===== config.mk =====
export PLATFORM = sky130hd
export DESIGN_NAME = ps2_kbd_rx_fifo
export DESIGN_NICKNAME = d
export VERILOG_FILES = /design/src/rtl/ps2_kbd_rx_fifo.sv
export SDC_FILE = /design/constraint.sdc
export NUM_CORES = 1
export LEC_CHECK = 0
export ABC_AREA = 1
export CORE_MARGIN = 3
export CORE_UTILIZATION = 40
export DETAILED_ROUTE_END_ITERATION = 12
export PLACE_DENSITY = 0.65
export SLEW_MARGIN = 15
export SYNTH_ARGS = -nofsm -noshare
export SYNTH_HDL_FRONTEND = slang
export SYNTH_SLANG_ARGS = --single-unit

===== constraint.sdc =====
create_clock -name clk -period 4.3 [get_ports clk]
set_input_delay 0.43 -clock clk [delete_from_list [all_inputs] [get_ports clk]]
set_output_delay 0.43 -clock clk [all_outputs]
set_load 0.1 [all_outputs]

===== src/rtl/ps2_kbd_rx_fifo.sv =====
// rtl/ps2_kbd_rx_fifo.sv - PS/2 keyboard receiver with frame checks, E0/F0 decode and FWFT event FIFO
// Define PS2_ASCII_EN to build the US-layout ASCII table and shift tracking.
module ps2_kbd_rx_fifo #(
  parameter int FIFO_AW     = 3,
  parameter int TIMEOUT_CYC = 50000
) (
  input  logic             clk,
  input  logic             rst,
  input  logic             ps2_clk,
  input  logic             ps2_data,
  output logic             out_valid,
  input  logic             out_ready,
  output logic [7:0]       out_code,
  output logic             out_break,
  output logic             out_ext,
  output logic [7:0]       out_ascii,
  output logic [FIFO_AW:0] fifo_count,
  output logic             overflow,
  output logic             frame_err
);
  localparam int DEPTH = 1 << FIFO_AW;
  localparam int TW    = $clog2(TIMEOUT_CYC + 1);

  typedef enum logic [1:0] {S_IDLE, S_DATA, S_PARITY, S_STOP} state_e;

  // Lines idle high, so the synchronisers reset high to avoid a false fall.
  logic [2:0] clk_sync_q;
  logic [1:0] dat_sync_q;
  logic       fall;
  logic       bit_in;

  assign fall   = (clk_sync_q[2:1] == 2'b10);
  assign bit_in = dat_sync_q[1];

  state_e        state_q, state_d;
  logic [2:0]    bit_cnt_q, bit_cnt_d;
  logic [7:0]    shreg_q, shreg_d;
  logic          par_q, par_d;
  logic [TW-1:0] to_cnt_q, to_cnt_d;
  logic          err_d, good_d, timeout;
  logic          frame_err_q;
  logic          rx_vld_q;
  logic [7:0]    rx_byte_q;

  assign timeout = (state_q != S_IDLE) && !fall && (to_cnt_q == TW'(TIMEOUT_CYC - 1));

  always_comb begin
    state_d   = state_q;
    bit_cnt_d = bit_cnt_q;
    shreg_d   = shreg_q;
    par_d     = par_q;
    err_d     = 1'b0;
    good_d    = 1'b0;
    to_cnt_d  = (state_q == S_IDLE || fall) ? '0 : to_cnt_q + TW'(1);
    if (fall) begin
      case (state_q)
        S_IDLE: begin
          if (!bit_in) begin
            state_d   = S_DATA;
            bit_cnt_d = 3'd0;
          end else begin
            err_d = 1'b1;
          end
        end
        S_DATA: begin
          shreg_d   = {bit_in, shreg_q[7:1]};
          bit_cnt_d = bit_cnt_q + 3'd1;
          if (bit_cnt_q == 3'd7) state_d = S_PARITY;
        end
        S_PARITY: begin
          par_d   = bit_in;
          state_d = S_STOP;
        end
        default: begin
          if (bit_in && (^{shreg_q, par_q})) good_d = 1'b1;
          else                               err_d  = 1'b1;
          state_d = S_IDLE;
        end
      endcase
    end else if (timeout) begin
      state_d = S_IDLE;
      err_d   = 1'b1;
    end
  end

  always_ff @(posedge clk) begin
    if (rst) begin
      clk_sync_q  <= 3'b111;
      dat_sync_q  <= 2'b11;
      state_q     <= S_IDLE;
      bit_cnt_q   <= 3'd0;
      shreg_q     <= 8'h00;
      par_q       <= 1'b0;
      to_cnt_q    <= '0;
      frame_err_q <= 1'b0;
      rx_vld_q    <= 1'b0;
      rx_byte_q   <= 8'h00;
    end else begin
      clk_sync_q  <= {clk_sync_q[1:0], ps2_clk};
      dat_sync_q  <= {dat_sync_q[0], ps2_data};
      state_q     <= state_d;
      bit_cnt_q   <= bit_cnt_d;
      shreg_q     <= shreg_d;
      par_q       <= par_d;
      to_cnt_q    <= to_cnt_d;
      frame_err_q <= err_d;
      rx_vld_q    <= good_d;
      if (good_d) rx_byte_q <= shreg_q;
    end
  end

  assign frame_err = frame_err_q;

  logic       ext_q, ext_d, brk_q, brk_d, push;
  logic [7:0] push_ascii;

  always_comb begin
    ext_d = ext_q;
    brk_d = brk_q;
    push  = 1'b0;
    if (rx_vld_q) begin
      if (rx_byte_q == 8'hE0)      ext_d = 1'b1;
      else if (rx_byte_q == 8'hF0) brk_d = 1'b1;
      else begin
        push  = 1'b1;
        ext_d = 1'b0;
        brk_d = 1'b0;
      end
    end
  end

  always_ff @(posedge clk) begin
    if (rst) begin
      ext_q <= 1'b0;
      brk_q <= 1'b0;
    end else begin
      ext_q <= ext_d;
      brk_q <= brk_d;
    end
  end

`ifdef PS2_ASCII_EN
  logic lshift_q, lshift_d, rshift_q, rshift_d;

  // Each entry is {unshifted, shifted}.
  function automatic logic [7:0] ascii_lut(input logic shift, input logic [7:0] code);
    logic [15:0] pair;
    case (code)
      8'h1C: pair = 16'h6141;  8'h32: pair = 16'h6242;  8'h21: pair = 16'h6343;
      8'h23: pair = 16'h6444;  8'h24: pair = 16'h6545;  8'h2B: pair = 16'h6646;
      8'h34: pair = 16'h6747;  8'h33: pair = 16'h6848;  8'h43: pair = 16'h6949;
      8'h3B: pair = 16'h6A4A;  8'h42: pair = 16'h6B4B;  8'h4B: pair = 16'h6C4C;
      8'h3A: pair = 16'h6D4D;  8'h31: pair = 16'h6E4E;  8'h44: pair = 16'h6F4F;
      8'h4D: pair = 16'h7050;  8'h15: pair = 16'h7151;  8'h2D: pair = 16'h7252;
      8'h1B: pair = 16'h7353;  8'h2C: pair = 16'h7454;  8'h3C: pair = 16'h7555;
      8'h2A: pair = 16'h7656;  8'h1D: pair = 16'h7757;  8'h22: pair = 16'h7858;
      8'h35: pair = 16'h7959;  8'h1A: pair = 16'h7A5A;
      8'h45: pair = 16'h3029;  8'h16: pair = 16'h3121;  8'h1E: pair = 16'h3240;
      8'h26: pair = 16'h3323;  8'h25: pair = 16'h3424;  8'h2E: pair = 16'h3525;
      8'h36: pair = 16'h365E;  8'h3D: pair = 16'h3726;  8'h3E: pair = 16'h382A;
      8'h46: pair = 16'h3928;
      8'h0E: pair = 16'h607E;  8'h4E: pair = 16'h2D5F;  8'h55: pair = 16'h3D2B;
      8'h54: pair = 16'h5B7B;  8'h5B: pair = 16'h5D7D;  8'h5D: pair = 16'h5C7C;
      8'h4C: pair = 16'h3B3A;  8'h52: pair = 16'h2722;  8'h41: pair = 16'h2C3C;
      8'h49: pair = 16'h2E3E;  8'h4A: pair = 16'h2F3F;  8'h29: pair = 16'h2020;
      default: pair = 16'h0000;
    endcase
    return shift ? pair[7:0] : pair[15:8];
  endfunction

  always_comb begin
    lshift_d = lshift_q;
    rshift_d = rshift_q;
    if (push && !ext_q) begin
      if (rx_byte_q == 8'h12) lshift_d = !brk_q;
      if (rx_byte_q == 8'h59) rshift_d = !brk_q;
    end
  end

  always_ff @(posedge clk) begin
    if (rst) begin
      lshift_q <= 1'b0;
      rshift_q <= 1'b0;
    end else begin
      lshift_q <= lshift_d;
      rshift_q <= rshift_d;
    end
  end

  assign push_ascii = ext_q ? 8'h00 : ascii_lut(lshift_q | rshift_q, rx_byte_q);
`else
  assign push_ascii = 8'h00;
`endif

  logic [17:0]        mem_q [DEPTH];
  logic [FIFO_AW-1:0] wr_ptr_q, rd_ptr_q;
  logic [FIFO_AW:0]   count_q, count_d;
  logic               ovf_q, full, pop, do_push;
  logic [17:0]        head;

  assign full    = (count_q == (FIFO_AW + 1)'(DEPTH));
  assign pop     = (count_q != '0) && out_ready;
  assign do_push = push && (!full || pop);

  always_comb begin
    count_d = count_q;
    if (do_push && !pop)      count_d = count_q + (FIFO_AW + 1)'(1);
    else if (!do_push && pop) count_d = count_q - (FIFO_AW + 1)'(1);
  end

  always_ff @(posedge clk) begin
    if (do_push) mem_q[wr_ptr_q] <= {ext_q, brk_q, rx_byte_q, push_ascii};
  end

  always_ff @(posedge clk) begin
    if (rst) begin
      wr_ptr_q <= '0;
      rd_ptr_q <= '0;
      count_q  <= '0;
      ovf_q    <= 1'b0;
    end else begin
      if (do_push) wr_ptr_q <= wr_ptr_q + FIFO_AW'(1);
      if (pop)     rd_ptr_q <= rd_ptr_q + FIFO_AW'(1);
      count_q <= count_d;
      if (push && full && !pop) ovf_q <= 1'b1;
    end
  end

  // Head is masked while empty so unwritten storage never reaches the outputs.
  assign head       = mem_q[rd_ptr_q];
  assign out_valid  = (count_q != '0);
  assign out_ext    = out_valid ? head[17]    : 1'b0;
  assign out_break  = out_valid ? head[16]    : 1'b0;
  assign out_code   = out_valid ? head[15:8]  : 8'h00;
  assign out_ascii  = out_valid ? head[7:0]   : 8'h00;
  assign fifo_count = count_q;
  assign overflow   = ovf_q;

endmodule


==> impl_metrics.json <==
{
  "async_reset_ff_frac": 0,
  "io_buffers": 21,
  "cp.arrival_ns": 2.74,
  "synthMuxAreaShare": 0,
  "drt_iter0_markers": 402,
  "seq_area_frac_synth": 0.595,
  "dp.cells": 842,
  "p_clk_frac": 0.281,
  "power.combinational.fraction": 0.387,
  "gr-usage-all-layers": 0.159,
  "dieArea_mm2": 0.0167,
  "setup_viol": 0,
  "hold_slack_ns": 0.408,
  "netSwitchingFraction": 0.432,
  "endpoint_kind": "output port",
  "layout.nets": 696,
  "fin_crit_ns": 3.17,
  "min-delay-start": "clk_sync_q[0]",
  "drive_gt1_frac": 0.107,
  "core_area_mm2": 0.0147,
  "placed_cell_area_mm2": 0.00649,
  "mappedNetlistArea_mm2": 0.00609,
  "synth_area_leaders": "edfxtp_1 39%, dfxtp_1 20%, nor2_1 7.5%",
  "grt_max_degree": 41,
  "drc": 0,
  "grt_pass1_vias": 4285,
  "hpwl_um": 8430,
  "ys_warn_count": 0,
  "peakVddDrop_v": 0.000568,
  "overflow": 0,
  "finClkSkew_ns": 0.0101,
  "area_growth_pct": 14.9,
  "netlist_instances": 653,
  "outcome": "finished clean",
  "synth_xor_area_frac": 0.00288,
  "hold_viol": 0,
  "die_h_um": 129,
  "synth_compound_area_frac": 0.115,
  "seqPwrFrac": 0.333,
  "rsz0062_at_grt": "no",
  "cts-resized-gates": 0,
  "htreeDepth": 4,
  "synth.distinct_cells": 36,
  "required_ns": 3.87,
  "pin_count": 30,
  "cap_violations": 0,
  "die_w_um": 129,
  "startpoint": "fifo_count[0]",
  "wl_um": 12600,
  "initial_core_util": 0.414,
  "via_per_inst": 5.10,
  "period_share": 0.738,
  "switchingPower_w": 0.00193,
  "p_per_area_mw_per_mm2": 638,
  "diodes": 0,
  "synth_commonest_cells": "121 x nor2_1, 90 x nand2_1, 80 x edfxtp_1, 72 x o21ai_0, 61 x dfxtp_1",
  "antenna_left": 0,
  "finalPower_w": 0.00446,
  "tightest_slew_ns": 1.14,
  "critPathLaunchType": "register",
  "reg2reg_from": "rx_byte_q[2]",
  "num_rows": 44,
  "synth_top_flop_cell": "edfxtp_1",
  "clk_path_buf_depth": 2,
  "synth_fa_ha_area_frac": 0.0300,
  "hold_path.class": "register to register",
  "synth_top_area_share": 0.394,
  "grt_pass1_wl_um": 20500,
  "fin_cells": 874,
  "stdcell_area_mm2": 0.00700,
  "clock_latency_ns": 0.42,
  "vias": 4454,
  "cts_tree": "done",
  "fmax_mhz": 315,
  "synth-edff-count": 80,
  "synth.avg_cell_area_um2": 9.33,
  "hold_buffers": 0,
  "synth_largest_area_cell": "edfxtp_1",
  "postCtsSetupBuffers": 0,
  "numCtsBuffers": 17,
  "r2r_cells": 9,
  "drt_pass1_iterations": 5,
  "wl_per_cell_um": 14.4,
  "crit_fanout": 11,
  "power_leakage_nw": 2.57,
  "ys_seq_elements": 141,
  "grt_antenna_before_repair": 0,
  "clkTransAtPathRegs_ns": 0.06,
  "synth_top_family_by_area": "simple AND/OR/NAND/NOR gates",
  "cts_root_buf": "clkbuf_16",
  "synth.most_common_cell": "nor2_1",
  "gp_congestion": 0.781,
  "timing.setup.tns_ns": 0,
  "min_delay_path_depth": 1,
  "worstSetupPathType": "register to output port",
  "maxSlewHeadroom": 0.240,
  "maxSlewViolCount": 0,
  "synth-simple-area-share": 0.195,
  "clkSinkCount": 141,
  "internal_power_w": 0.00253
}
==> path summary, 6_finish.rpt <==
check,slack [ns],to
worst max register to register,1.60,mem_q[3][5]
worst min-delay path,0.41,clk_sync_q[1]
worst max-delay path,1.13,out_valid
worst min register to register,0.41,clk_sync_q[1]
==> sequential cells by signal, indices dropped and copies added (netlist names), 2 cells and up, named ones only <==
name	count
bit_cnt_q	3
mem_q	80
clk_sync_q	3
dat_sync_q	2
state_q	2
to_cnt_q	16
rd_ptr_q	3
shreg_q	8
fifo_count	4
rx_byte_q	8
wr_ptr_q	3
==> cell type report <==
cell class	instances	area, um2
clock buffer	18	429
clock inverter	14	78.8
fill	1327	7700
inverter	63	236
multi-input combinational	428	2180
sequential	141	3620
tap	184	230
timing repair buffer	26	223
==> critical path, cell delays in order, from the launching register on <==
cell             delay (ns)
dfxtp_1                0.36
or2_2                  0.35
nor3_1                 0.27
inv_1                  0.30
clkdlybuf4s50_1        1.05
==> logic make-up after synthesis <==
group                      count (synthesis)
adders and majority gates                 14
AOI/OAI and AO/OA                        134
and+or+nand+nor                          270
other                                      1
DFF                                      141
xor gates and xnor gates                   2
buffers and inverters                     91
==> routing by layer <==
| layer | global-route usage | vias to the layer above | part of all wire |
|---|---|---|---|
| li1 | - | 2247 | - |
| met1 | 0.188 | 2099 | 0.44 |
| met2 | 0.271 | 90 | 0.50 |
| met3 | 0.0499 | 18 | 0.049 |
| met4 | 0.0611 | 0 | 0.013 |
| met5 | 0 | - | 0 |
==> power by group through the flow <==
stage                     clock, W  combinational (W)  sequential (W)
after floorplan                  0            0.00128         0.00162
after CTS                  0.00128            0.00173         0.00149
after global placement           0            0.00172         0.00151
after global routing       0.00134            0.00183         0.00149
after detailed placement         0            0.00173         0.00152
final                      0.00125            0.00173         0.00149
==> cell usage in the layout (no fill, tap or decap), types with 4 or more instances in the layout <==
cell type,instances
nor2_1,121
a21oi_1,38
buf_4,15
clkdlybuf4s50_1,11
clkbuf_16,17
inv_2,6
nor3_1,6
o21ai_0,72
conb_1,8
a31oi_2,9
o22ai_1,10
inv_1,56
edfxtp_1,80
nand2_1,90
nand3_1,18
nand2_2,4
dfxtp_1,61
clkinv_1,6
ha_1,13
clkinv_2,4
or2_2,7
nand4_1,14
==> metrics by stage <==
stage	util	worst slack, ns
floorplan	-	0.123
global placement	0.441	1.52
detailed placement	0.441	1.45
CTS	0.476	1.10
global route	0.476	1.00
finish	0.476	1.13
(Power assumes the default switching activity.)
